### config.mk
export PLATFORM = sky130hd
export DESIGN_NAME = imem_loader
export DESIGN_NICKNAME = d
export VERILOG_FILES = /design/src/rtl/imem_loader.sv
export SDC_FILE = /design/constraint.sdc
export NUM_CORES = 1
export LEC_CHECK = 0
export CAP_MARGIN = 10
export CORE_MARGIN = 1.5
export CORE_UTILIZATION = 49
export CTS_CLUSTER_SIZE = 25
export DETAILED_ROUTE_END_ITERATION = 8
export PLACE_DENSITY = 0.76
export SYNTH_ARGS = -nofsm -noshare
export SYNTH_HDL_FRONTEND = slang
export SYNTH_SLANG_ARGS = --single-unit
export TNS_END_PERCENT = 30
### constraint.sdc
create_clock -name clk -period 2.3 [get_ports clk]
set_clock_uncertainty 0.05 [all_clocks]
set_input_delay 0.23 -clock clk [delete_from_list [all_inputs] [get_ports clk]]
set_output_delay 0.23 -clock clk [all_outputs]
set_load 0.02 [all_outputs]
### src/rtl/imem_loader.sv
// imem_loader: downloads a length-prefixed byte stream into imem while holding the core in reset.
// Optional checksum byte after the data words: define IMEM_LOADER_CHECKSUM_EN.
module imem_loader #(
    parameter int capacity = 128,
    parameter int WIDTH = 32,
    localparam int addr_width = $clog2(capacity)
) (
    input  logic                  clk,
    input  logic                  reset,
    input  logic                  load_req,
    input  logic                  rx_valid,
    input  logic [7:0]            rx_data,
    output logic                  rx_ready,
    output logic                  we,
    output logic [addr_width-1:0] waddr,
    output logic [WIDTH-1:0]      wdata,
    output logic                  cpu_rst,
    output logic                  busy,
    output logic                  done,
    output logic                  err
);
    localparam int nbytes = WIDTH / 8;
    localparam int bw = $clog2(nbytes + 1);
    localparam logic [bw-1:0] last = bw'(nbytes - 1);
    localparam logic [16:0] cap = 17'(capacity);

    typedef enum logic [2:0] {
        IDLE, LEN_HI, LEN_LO, DATA, WRITE, FIN
`ifdef IMEM_LOADER_CHECKSUM_EN
        , CHK
`endif
    } state_t;

`ifdef IMEM_LOADER_CHECKSUM_EN
    localparam state_t after_data = CHK;
    logic [7:0] chk;
`else
    localparam state_t after_data = FIN;
`endif

    state_t state, nxt;
    logic [7:0] len_hi;
    logic [15:0] len, idx;
    logic [WIDTH-1:0] word;
    logic [bw-1:0] bcnt;
    logic err_q, ovf;

    assign ovf = {1'b0, idx} >= cap;
    assign we = state == WRITE && !ovf;
    assign waddr = idx[addr_width-1:0];
    assign wdata = word;
    assign busy = state != IDLE;
    assign cpu_rst = busy;
    assign done = state == FIN;
    assign err = err_q;

    // state register
    always_ff @(posedge clk) begin
        if (reset) state <= IDLE;
        else state <= nxt;
    end

    // next state and byte-acceptance
    always_comb begin
        nxt = state;
        rx_ready = 1'b0;
        case (state)
            IDLE: nxt = load_req ? LEN_HI : IDLE;
            LEN_HI: begin
                rx_ready = 1'b1;
                nxt = rx_valid ? LEN_LO : LEN_HI;
            end
            LEN_LO: begin
                rx_ready = 1'b1;
                if (rx_valid) nxt = ({len_hi, rx_data} == 16'd0) ? after_data : DATA;
            end
            DATA: begin
                rx_ready = 1'b1;
                nxt = (rx_valid && bcnt == last) ? WRITE : DATA;
            end
            WRITE: nxt = (idx + 16'd1 == len) ? after_data : DATA;
`ifdef IMEM_LOADER_CHECKSUM_EN
            CHK: begin
                rx_ready = 1'b1;
                nxt = rx_valid ? FIN : CHK;
            end
`endif
            FIN: nxt = IDLE;
            default: nxt = IDLE;
        endcase
    end

    // length capture, word assembly, word index and sticky error
    always_ff @(posedge clk) begin
        if (reset) begin
            len_hi <= '0;
            len <= '0;
            idx <= '0;
            word <= '0;
            bcnt <= '0;
            err_q <= 1'b0;
`ifdef IMEM_LOADER_CHECKSUM_EN
            chk <= '0;
`endif
        end else begin
            if (state == IDLE && load_req) begin
                idx <= '0;
                err_q <= 1'b0;
`ifdef IMEM_LOADER_CHECKSUM_EN
                chk <= '0;
`endif
            end
            if (state == LEN_HI && rx_valid) len_hi <= rx_data;
            if (state == LEN_LO && rx_valid) begin
                len <= {len_hi, rx_data};
                bcnt <= '0;
            end
            if (state == DATA && rx_valid) begin
                word <= WIDTH'({word, rx_data});
                bcnt <= (bcnt == last) ? '0 : bcnt + 1'b1;
`ifdef IMEM_LOADER_CHECKSUM_EN
                chk <= chk ^ rx_data;
`endif
            end
            if (state == WRITE) begin
                idx <= idx + 16'd1;
                if (ovf) err_q <= 1'b1;
            end
`ifdef IMEM_LOADER_CHECKSUM_EN
            if (state == CHK && rx_valid && rx_data != chk) err_q <= 1'b1;
`endif
        end
    end
endmodule

==> results.toml <==
[run_status]
outcome = "finished, final reports clean"

[global_route]
grt_util_met2_pct = 36.5
grt_max_degree = 59
overflow = 0
busiest_layer = "met2"
grt_pass1_wl_um = 15600
grt_pass1_vias = 3208
grtUsageTotal_pct = 23.8
grtUsageMet1_pct = 31.0
antenna_found_initial = 0
grtUsageMet3_pct = 8.29

[clocking]
cts_tree = "yes"
cts_made_buffers = 9
clk_pin_slew_worst_paths_ps = 90
insertion_delay_ps = 360
h-tree-depth = 3
cts_buffer_depth = 2
cts_hold_buf = 0
root_buffer = "clkbuf_8"
clock-sinks = 79

[floorplanning]
rows = 31
io_pins = 57
initial_core_util_pct = 51.0
dieWidth_um = 90.1
die-area_um2 = 8130
die_h_um = 90.1
coreArea_um2 = 7290

[synthesis]
synth_common_cells = "nand2_1, dfxtp_1, a21oi_1"
syn_area_per_cell_um2 = 7.78
ys_dominant_reg_cell = "dfxtp_1"
synth_nets = 493
synth-seq-cells = 79
synth_area_leaders = "dfxtp_1, nand2_1, a21oi_1"
yosysSeqAreaShare_pct = 42.5
synthArstFlopShare_pct = 0
synth_area_um2 = 3720
yosysMostFrequentCell = "nand2_1"
syn_inst = 478
synth_edf_count = 0
yosysTopAreaCell = "dfxtp_1"
yosysTopAreaCellShare_pct = 42.5
ys.warnings.count = 0
synth_cell_type_count = 50

[finish]
drive_gt1_share_pct = 13.2
stdcell_area_um2 = 4680
fillers = 681
multi_input_area_um2 = 1930
fin_nets = 548
area_delta_synth_final_pct = 25.9
n_antenna_cell = 0
seq_area_um2 = 1590

[worst_setup_path]
worst_path_most_repeated_cell = "buf_4"
cp_top_family = "simple AND/OR/NAND/NOR gates"
cp_num_buf_inv = 2
cp_slowest_stage_delay_ps = 440
path_class = "flop to flop"
crit_arrival_ps = 2460
cp-start-kind = "flop"
r2r-start = "idx[10]"
worst_path_max_delay_cell = "or4_4"
required_ps = 2500
worstSetupEndpointType = "flop"
cp_max_fo = 6
crit_path_cell_trace = "nand4_1 -> buf_4 -> nor4_2 -> buf_4 -> xnor2_1 -> o211ai_1 -> or4_4 -> a21bo_1"
cp-startpoint = "idx[10]"

[routing]
vias = 3462
routedWlPerCell_um = 14.8
drc = 0
drt_iter0_drc = 238
first_pass_iters = 5
viasPerCell = 5.43
ant_nets = 0
wirelength_um = 9430

[timing]
slew_violations = 0
post-route-min-period_ps = 2270
setup_violations = 0
hold_viol = 0
relSlewSlack_pct = 65.3
fin_tns_setup_ps = 0
fin_crit_sh_pct = 98.5
worstMarginPinSlew_ps = 519
max_freq_ghz = 0.441

[pwr]
p_leak_nw = 1.65
power_density_nw_per_um2 = 572
irDropWorstVdd_v = 0.000387

[placement]
place_area_um2 = 4400
portBuffers = 56
dpl.hpwl_um = 6590
gp_congestion = 0.882

[worst_hold_path]
min_path_type = "primary input to flop"
hold_start = "reset"

[job]
drv_cap = 0
through the flow:
step                instances  utilization [%]  hold WS, ps  power [mW]  setup WS [ps]
floorplan                 478                -          316        1.56           78.8
global placement          616             60.3          392        1.65           86.2
detailed placement        616             60.3          397        1.65           15.5
CTS                       633             63.2          259        2.70           25.6
global route              637             64.2          270        2.78          -50.9
finish                    637             64.2          267        2.68           34.6
cells by family after synthesis:
family,synth area share (%)
adders and majority gates,1.01
muxes,2.42
buffers and inverters,6.72
and+or+nand+nor,25.3
xor gates and xnor gates,5.18
AOI/OAI and AO/OA,16.9
DFF,42.5
power by group:
| part | switching [mW] | internal, mW | leakage [nW] |
|---|---|---|---|
| clock | 0.546 | 0.514 | 0.102 |
| sequential | 0.0222 | 1.38 | 0.641 |
| combinational | 0.126 | 0.0895 | 0.903 |
| total | 0.694 | 1.99 | 1.65 |
layer usage:
layer	wire length (um)	part of all wire, %
met4	152	1.6
met3	665	7.1
met1	4270	45
met5	0	0
met2	4340	46
sequential cells by signal (all words and copies together), names as in the netlist:
register	cells
bcnt	3
idx	16
err	1
len_hi	8
len	16
wdata	32
state	3
cell type report:
class / count / share of cell area, %
Multi-Input combinational cell: 348 / 41.3
Sequential cell: 79 / 33.9
Timing Repair Buffer: 88 / 17.2
Clock buffer: 9 / 2.64
Tap cell: 99 / 2.64
Clock inverter: 7 / 1.71
Inverter: 7 / 0.561
worst paths after layout:
| check | slack (ps) | cells past startpoint | endpoint |
|---|---|---|---|
| min | 270 | 2 | idx[2] |
| max reg2reg | 30 | 8 | state[1] |
| max | 30 | 8 | state[1] |
| min reg2reg | 410 | 2 | wdata[30] |
cell usage in the layout, fill, tap and decap left out, types with 2 or more instances in the layout:
master             n
nand2_1          111
dfxtp_1           72
a21oi_1           62
clkdlybuf4s50_1   54
nor2_1            35
buf_4             31
o21ai_0           15
xnor2_1           14
nand3_1           12
mux2i_1            9
clkbuf_8           9
xor2_1             8
inv_1              7
nor4_1             7
dfxtp_2            7
nor3_1             6
a22oi_1            5
or3_1              4
nand4_1            4
nor3_2             4
a31oi_1            4
and3_1             3
a21o_1             3
a211oi_1           3
o211ai_1           3
nor3b_1            2
nand3b_1           2
and3b_1            2
nor4_2             2
and4_1             2
a311oi_1           2
and3_4             2
o211a_1            2
ha_1               2
clkinv_4           2
repair_timing:
| item | in CTS | in global routing |
|---|---|---|
| cloned | 0 | 0 |
| setup buffers | 1 | 4 |
| endpoints found under the hold margin | 0 | 0 |
| pin swaps | 1 | 6 |
| gates resized for setup | 2 | 14 |
| endpoints found under the setup margin | 2 | 2 |
Note: power is estimated with default switching activity, not from simulation.
